==> src/rtl/mux_pkg.sv <==
// mux_pkg: shared mode constants and elaboration helpers for mux_nto1_rr
package mux_pkg;
  localparam logic MODE_DIRECT = 1'b0;
  localparam logic MODE_RR     = 1'b1;
  function automatic int clog2(input int n);
    int r;
    r = 0;
    while ((1 << r) < n) r++;
    return r;
  endfunction
endpackage

==> src/rtl/rr_arbiter.sv <==
// rr_arbiter: combinational round-robin grant starting the search at ptr
module rr_arbiter #(
  parameter int N  = 4,
  parameter int SW = 2
) (
  input  logic [N-1:0]  req,
  input  logic [SW-1:0] ptr,
  input  logic          en,
  output logic [N-1:0]  gnt,
  output logic [SW-1:0] idx,
  output logic          vld
);
  logic [SW-1:0] c;
  // first requester at or after ptr, wrapping modulo N
  always_comb begin
    gnt = '0;
    idx = '0;
    vld = 1'b0;
    c   = '0;
    for (int i = 0; i < N; i++) begin
      c = SW'((int'(ptr) + i) % N);
      if (en && !vld && req[c]) begin
        vld    = 1'b1;
        idx    = c;
        gnt[c] = 1'b1;
      end
    end
  end
endmodule

==> src/rtl/mux_nto1_rr.sv <==
// mux_nto1_rr: registered N-to-1 mux with valid/ready, direct or round-robin select
module mux_nto1_rr
  import mux_pkg::*;
#(
  parameter int N  = 4,
  parameter int W  = 8,
  parameter int SW = 2
) (
  input  logic           CLK,
  input  logic           RST,
  input  logic [N*W-1:0] I,
  input  logic [N-1:0]   I_VLD,
  output logic [N-1:0]   I_RDY,
  input  logic [SW-1:0]  SEL,
  input  logic           MODE,
  output logic [W-1:0]   Y,
  output logic           Y_VLD,
  input  logic           Y_RDY,
  output logic [SW-1:0]  Y_CH
);
  if (SW != clog2(N)) begin : g_bad_sw
    $error("SW must equal clog2(N)");
  end
  logic [W-1:0]  ch [N];
  logic [SW-1:0] ptr;
  logic [N-1:0]  rr_gnt;
  logic [SW-1:0] rr_idx;
  logic          rr_vld;
  logic          ld;
  logic          d_vld;
  logic [SW-1:0] g;
  logic          gv;
  for (genvar k = 0; k < N; k++) begin : g_ch
    assign ch[k] = I[k*W +: W];
  end
  rr_arbiter #(.N(N), .SW(SW)) u_arb (
    .req(I_VLD),
    .ptr(ptr),
    .en (MODE == MODE_RR),
    .gnt(rr_gnt),
    .idx(rr_idx),
    .vld(rr_vld)
  );
  // load when empty or draining; grant chosen by mode, direct SEL>=N never grants
  always_comb begin
    ld    = !Y_VLD || Y_RDY;
    d_vld = (MODE == MODE_DIRECT) && ({1'b0, SEL} < (SW+1)'(N)) && I_VLD[SEL];
    g     = (MODE == MODE_RR) ? rr_idx : SEL;
    gv    = (MODE == MODE_RR) ? rr_vld : d_vld;
    I_RDY = (RST || !ld) ? '0 : (MODE == MODE_RR) ? rr_gnt : d_vld ? N'(1) << SEL : '0;
  end
  // output register and fairness pointer; a transfer is ld with a grant
  always_ff @(posedge CLK or posedge RST) begin
    if (RST) begin
      Y     <= '0;
      Y_VLD <= 1'b0;
      Y_CH  <= '0;
      ptr   <= '0;
    end else if (ld) begin
      Y_VLD <= gv;
      if (gv) begin
        Y    <= ch[g];
        Y_CH <= g;
      end
      if (gv && MODE == MODE_RR) ptr <= (g == SW'(N-1)) ? '0 : g + 1'b1;
    end
  end
endmodule
==> config.mk <==
export PLATFORM = sky130hd
export DESIGN_NAME = mux_nto1_rr
export DESIGN_NICKNAME = d
export VERILOG_FILES = /design/src/rtl/mux_pkg.sv /design/src/rtl/rr_arbiter.sv /design/src/rtl/mux_nto1_rr.sv
export SDC_FILE = /design/constraint.sdc
export NUM_CORES = 1
export LEC_CHECK = 0
export CORE_MARGIN = 2
export CORE_UTILIZATION = 42
export CTS_CLUSTER_DIAMETER = 60
export DETAILED_ROUTE_END_ITERATION = 8
export PLACE_DENSITY = 0.76
export REMOVE_ABC_BUFFERS = 1
export SETUP_SLACK_MARGIN = 0.4
export SYNTH_ARGS = -nofsm -noshare
export SYNTH_HDL_FRONTEND = slang
export SYNTH_HIERARCHICAL = 1
export SYNTH_SLANG_ARGS = --single-unit
==> constraint.sdc <==
create_clock -name CLK -period 4.3 [get_ports CLK]
set_clock_uncertainty 0.05 [all_clocks]
set_input_delay 0.43 -clock CLK [delete_from_list [all_inputs] [get_ports CLK]]
set_output_delay 0.43 -clock CLK [all_outputs]
set_load 0.005 [all_outputs]
==> results of run 1 <==
## final timing paths
| path | from | endpoint | slack (ns) |
|---|---|---|---|
| setup / recovery | I_VLD[1] | I_RDY[3] | 0.77 |
| hold / removal | RST | Y[4]$_DFFE_PP0P_ | 0.46 |
| setup reg to reg | ptr[1]$_DFFE_PP0P_ | Y[1]$_DFFE_PP0P_ | 1.08 |
| hold reg to reg | Y[4]$_DFFE_PP0P_ | Y[4]$_DFFE_PP0P_ | 0.47 |
| max in group asynchronous | RST | Y_CH[0]$_DFFE_PP0P_ | 3.40 |
| min in group CLK | Y[4]$_DFFE_PP0P_ | Y[4]$_DFFE_PP0P_ | 0.47 |
## sequential cells by signal, indices dropped and copies added, names as in the netlist
name,flops
Y,8
Y_CH,2
ptr,2
Y_VLD,1
## layout by cell type, fill, tap and decap left out, types with 2 or more instances in the layout
cell type	instances
clkdlybuf4s50_1	56
dfrtp_1	13
mux4_2	11
nor2_1	9
mux2_4	8
inv_1	8
ha_1	7
nand2_1	5
nor2b_1	5
mux2i_1	5
a32oi_1	4
mux2_2	4
nand3_1	4
buf_4	4
a22oi_1	4
a221o_1	4
a21oi_1	3
clkbuf_4	3
o211ai_1	3
nor2b_4	2
o21ai_0	2
## metrics by stage
stage          utilization  hold WS [ns]  cell area (um^2)  total power [uW]
2_1_floorplan            -         0.265              1400               713
3_3_place_gp         0.613         0.444              2050               988
3_5_place_dp         0.613         0.443              2050               999
4_1_cts              0.621         0.466              2070              1080
5_1_grt              0.621         0.480              2070              1150
6_report             0.621         0.463              2070              1080
## logic make-up (layout without fill, tap and decap cells)
logic type,count (synthesis),count (layout),share of synthesized area
adder cells (fa/ha/maj),7,7,0.0602
multiplexers,30,30,0.352
XOR/XNOR,1,1,0.00602
AO/OA/AOI/OAI,30,30,0.163
AND/OR/NAND/NOR,33,33,0.136
flip-flops,13,13,0.224
buffers and inverters,14,72,0.0602
## worst max-delay path, delay by kind of cell
family | cells | cell delay, ns
buf+inv | 2 | 1.14
mux | 1 | 0.66
simple gates | 3 | 0.52
compound gates | 3 | 0.29
## per-layer routing
layer  track usage  up-vias  part of all wire
met1         0.253      660              0.41
li1              -      619                 -
met2         0.374       80              0.48
met3        0.0396       12             0.083
met5             0        -                 0
met4         0.111        0             0.029
## synthesized netlist by cell type (all sizes together)
library cell	count	area (um^2)
o31ai	1	7.51
mux4	12	274
buf	6	57.6
nor2b	7	58.8
ha	7	87.6
o32ai	1	8.76
o21ai	3	15.0
nand3	4	20.0
a311oi	1	8.76
mux2i	6	72.6
a32oi	4	35.0
or3	1	6.26
nor4bb	1	10.0
inv	8	30.0
nand2	5	18.8
a21boi	1	7.51
or2	1	6.26
a22oi	4	30.0
nand3b	1	7.51
a221o	4	40.0
nor2	10	40.0
a2bb2oi	1	8.76
nor4b	1	15.0
a31oi	1	6.26
xnor2	1	8.76
mux2	12	165
nand2b	2	15.0
dfrtp	13	325
a21oi	5	40.0
o211ai	3	22.5
o22ai	1	6.26
## report_power, final
group          switching (uW)  internal [uW]  leakage [uW]
Combinational             367            430      0.000656
Clock                    37.5           36.0     0.0000150
Sequential               31.9            181      0.000151
## area by class of cell
cell class              instances  area, um^2  area share
repair buffers                 60         591       0.285
clock buffers                   4        26.3      0.0127
flip-flops and latches         13         325       0.157
multi-input cells             101        1040       0.503
well taps                      46        57.6      0.0278
inverters                       8        30.0      0.0145
==> summary.txt, run 1 <==
Run status
  • Status: complete, no violations

Setup path
  • Category of the critical setup timing path: in -> out
  • Max FO, Critical Path: 12
  • Cell breakdown of the critical path: clkdlybuf4s50_1 > mux4_2 > nor2b_4 > a22oi_1 > nor2b_1 > a221o_1 > a32oi_1 > nor2_1 > clkdlybuf4s50_1
  • Crit path capture type: output port
  • Cell at the slowest stage of the critical path: mux4_2
  • Crit path required time: around 3.8 ns
  • R2R depth: 9
  • Worst setup SP type: input pin
  • Crit path arrival time: about 3 ns
  • Slowest Stage Delay on Critical Path: between 0.6 and 0.7 ns
  • Top cell by count, worst path: clkdlybuf4s50_1

Logic synthesis
  • Seq cells post-synth: 13
  • Post-synth cell types: 42
  • Area of the mapped netlist: ~1500 um^2
  • Post-synthesis cell count: about 130
  • Synthesis warning total: 6
  • Part of the Yosys area used for sequential elements: 0.224
  • Avg Cell Area, Syn: around 11 um^2

Floorplan
  • Chip height: about 63 um
  • Die Footprint: about 4000 um^2
  • Core Footprint: approximately 3300 um^2
  • Horiz. Die Dim: roughly 63 um
  • Placement Rows: 21
  • Starting density of the core: 0.436
  • Number of placed I/O pins: 57

STA
  • Final number of setup-violating endpoints: 0
  • Fin. Hold Viols: 0
  • Crit path time final: ~3.5 ns
  • Slack of the critical path: ~0.77 ns
  • Setup TNS Final: 0 ns
  • Fmax: approximately 280 MHz
  • Period Utilization, post-route: 0.822
  • Setup repair after global routing missed its margin: false
  • Worst Max-Slew Pin Slew: ~0.51 ns
  • Max_slew headroom: 0.661
  • Number of pins with negative max-slew slack in the final report: 0

Global routing
  • Vias in the first global route: 1354
  • Total gr overflow: 0
  • First-pass GRT wire length: ~6600 um
  • Initial antenna violation count: 0
  • GRT Util Overall: 0.216
  • Maximum number of pins on one net before global-route repair: 21

Min path
  • Worst min-delay path class: in -> async

Drt
  • Vias/cell: a little under 6
  • Routed wire per std cell: approximately 18 um
  • Detailed Route WL: between 4000 and 5000 um
  • Number of design-rule violations left by the first detailed-router iteration: between 40 and 50
  • Post-DRT Antenna Nets: 0
  • Router iterations before antenna repair: 4
  • Remaining DRCs: 0
  • Vias after detailed routing: approximately 1400

Final layout
  • Number of nets in the final layout: about 240
  • Proportion of layout cells with a drive suffix above 1: 0.204
  • Count of antenna diodes in the layout: 0
  • Final standard cell count with taps included and fillers excluded: between 200 and 250
  • Area added between synthesis and finish: 42.4%
  • Fillers: roughly 290

Placed design
  • Instance count after placement with tap cells included: 228
  • Setup Slack @ Placement: a little under 0.7 ns
  • Hpwl dp: roughly 3100 um
  • Routability congestion estimate from global placement: approximately 0.95
  • Port Buffer Count: 56

Power
  • Ratio of total power to cell area: approximately 520 nW/um^2
  • Static Leak: between 0.0008 and 0.0009 uW
  • Worst IR drop on VDD: roughly 0.26 mV

Clock tree
  • Bufs on Longest Clock Path: 2
  • Inserted Clock Buffers: 3
  • Latest clock arrival within the worst-skew pair: 0.27 ns
  • Clock Root Buffer: clkbuf_4
  • Hold buffer count at CTS: 0
  • Number of levels the H-tree was split into: 1
  • TritonCTS clock tree: built
  • Count of instances resized after the clock tree is built: 0
  • Clock slew at reported path FFs: 0.07 ns
  • Post-CTS setup buffer count: 0
  • Number of clock sinks: 13

Flow run
  • Max cap viols: 0
No activity file was read; power rests on OpenSTA's default activity.
==> run 2: changes to the inputs <==
clock period = 3.56 ns   (was 4.3 ns; I/O delays follow)
==> summary.txt, run 2 (synthesis results as in run 1) <==
Drt
  • Detailed Route WL: about 4400 um
  • Number of design-rule violations left by the first detailed-router iteration: a little under 100
  • Router iterations before antenna repair: 4
  • Vias/cell: ~5.8
  • Remaining DRCs: 0
  • Vias after detailed routing: between 1000 and 1500
  • Routed wire per std cell: between 15 and 20 um
  • Post-DRT Antenna Nets: 0

Setup path
  • Internal reg-to-reg setup slack: roughly 0.5 ns
  • Worst reg2reg path startpoint: ptr[0]$_DFFE_PP0P_
  • Crit path required time: roughly 3.7 ns
  • Cell at the slowest stage of the critical path: dfrtp_2
  • Slowest Stage Delay on Critical Path: around 0.43 ns
  • Category of the critical setup timing path: reg -> reg
  • R2R depth: 11
  • End of the worst register-to-register path: Y[2]$_DFFE_PP0P_
  • Crit path arrival time: approximately 3.2 ns
  • Cell breakdown of the critical path: inv_4 > ha_4 > mux4_2 > nor2b_4 > buf_4 > or2_1 > o22ai_1 > mux2i_4 > buf_4 > mux4_2 > mux2_4
  • Worst setup SP type: flip-flop
  • Critical path's top delay family: multiplexers
  • Max FO, Critical Path: 7
  • Crit path capture type: flip-flop
  • Worst Path Buf+Inv: 3

Placed design
  • Hpwl dp: about 3000 um
  • Port Buffer Count: 56
  • Routability congestion estimate from global placement: roughly 0.92
  • Instance count after placement with tap cells included: 233

STA
  • Number of pins with negative max-slew slack in the final report: 0
  • Period Utilization, post-route: 0.860
  • Max_slew headroom: 0.684
  • Worst Max-Slew Pin Slew: ~0.47 ns
  • Fmax: between 300 and 400 MHz
  • Setup repair after global routing missed its margin: true
  • Final number of setup-violating endpoints: 0
  • Crit path time final: slightly above 3 ns
  • Fin. Hold Viols: 0

Final layout
  • Most flops, register: Y
  • Final standard cell count with taps included and fillers excluded: 254
  • Regs by FF count: Y (8), Y_CH (2), ptr (2)
  • Count of antenna diodes in the layout: 0
  • Core occupancy in the finished layout: 0.705
  • Proportion of layout cells with a drive suffix above 1: 0.332
  • Most frequent cells in the layout: clkdlybuf4s50_1, buf_4, dfrtp_1, mux4_2, nor2_1
  • Largest register FFs: 8
  • Area added between synthesis and finish: 61.6%
  • Number of nets in the final layout: roughly 260
  • Fillers: about 250
  • Most common cell after layout, fill and taps aside: clkdlybuf4s50_1

Clock tree
  • TritonCTS clock tree: built
  • Inserted Clock Buffers: 3
  • Bufs on Longest Clock Path: 2
  • Clock slew at reported path FFs: ~0.090 ns
  • Latest clock arrival within the worst-skew pair: roughly 0.27 ns
  • Number of clock sinks: 13
  • Number of levels the H-tree was split into: 1
  • Clock Root Buffer: clkbuf_4
  • Hold buffer count at CTS: 0

Power
  • Internal power of the cells: between 1000 and 1500 uW
  • Comb pwr share: 0.777
  • Switching Fraction: 0.379
  • Static Leak: around 0.0010 uW
  • Ratio of total power to cell area: roughly 690 nW/um^2
  • Sequential share of power: 0.167
  • Worst IR drop on VDD: 0.351 mV
  • Clock share of power: 0.056
  • Net load switching power: about 620 uW

Global routing
  • Met1 demand-to-capacity share in global routing: 0.283
  • Global routing met3 resource utilization: 0.0378
  • Vias in the first global route: approximately 1400
  • Initial antenna violation count: 0
  • GRT Util Overall: 0.214
  • GR peak layer: met2
  • Maximum number of pins on one net before global-route repair: 15
  • First-pass GRT wire length: between 6000 and 7000 um
  • Routing usage on met2: 0.358
  • Total gr overflow: 0

Run status
  • Status: complete, no violations

Floorplan
  • Chip height: about 63 um
  • Starting density of the core: 0.436
  • Core Footprint: ~3300 um^2
  • Placement Rows: 21
  • Number of placed I/O pins: 57
  • Horiz. Die Dim: around 63 um
  • Die Footprint: around 4000 um^2

Flow run
  • Max cap viols: 0

Min path
  • Worst min-delay path class: in -> async
[run 2: cell types whose count changed in the layout (fill, tap and decap cells not counted), sizes merged]
cell,previous run,this run
buf,4,25
clkdlybuf4s50,56,48
dlygate4sd2,0,4
dlymetal6s2s,0,4
bufbuf,0,1
[run 2: layer usage]
metal	share of wire	vias up
met1	0.41	705
li1	-	663
met2	0.48	103
met3	0.079	12
met4	0.023	0
met5	0	-
[run 2: power groups by stage]
| stage | clock network [uW] | logic, uW | registers (uW) |
|---|---|---|---|
| finish | 91.4 | 1270 | 272 |
| global route | 103 | 1350 | 281 |
| CTS | 92.6 | 1090 | 272 |
| detailed placement | 0 | 939 | 260 |
| global placement | 0 | 931 | 257 |
| floorplan | 0 | 560 | 301 |
[run 2: tightest hold or removal path: cells and delay by family]
kind | cells | cell delay, ns
buffers and inverters | 3 | 0.67
[run 2: final cells by class]
cell class	count	area (um^2)	share of cell area
flip-flops and latches	13	327	0.139
inverters	8	35.0	0.0149
well taps	46	57.6	0.0245
repair buffers	82	816	0.347
clock buffers	4	26.3	0.0112
multi-input cells	101	1090	0.464
[run 2: repair_timing]
item | in CTS | in global routing
pin swaps | 2 | 7
setup endpoints to repair | 6 | 12
buffers inserted | 5 | 10
gates cloned | 1 | 1
resized for setup | 17 | 10
[run 2: per-stage QoR]
stage	hold slack, ns	total power (uW)	TNS [ns]	cell area [um^2]	setup WS (ns)
final	0.327	1630	0	2350	0.497
after floorplan	0.191	861	-0.244	1400	-0.0778
after global placement	0.445	1190	0	2080	0.274
after global routing	0.344	1730	0	2350	0.377
after CTS	0.331	1460	0	2230	0.405
after detailed placement	0.451	1200	0	2080	0.187
[run 2: how the worst max path moves through the flow]
stage                       start               end  slack (ns)  depth (start not counted)
2_1_floorplan  ptr[0]$_DFFE_PP0P_  Y[7]$_DFFE_PP0P_       -0.08                          9
5_1_grt        ptr[0]$_DFFE_PP0P_          I_RDY[2]        0.38                         12
3_5_place_dp             I_VLD[2]  Y[1]$_DFFE_PP0P_        0.19                          8
6_report       ptr[0]$_DFFE_PP0P_  Y[2]$_DFFE_PP0P_        0.50                         11
4_1_cts        ptr[0]$_DFFE_PP0P_          I_RDY[2]        0.41                          9
3_3_place_gp             I_VLD[2]          I_RDY[2]        0.27                          7
==> run 3: changes to the inputs <==
SLEW_MARGIN = 30   (was unset)
==> results of run 3 <==
Same layout as run 2: the final DEF is identical, and so are final timing and power.
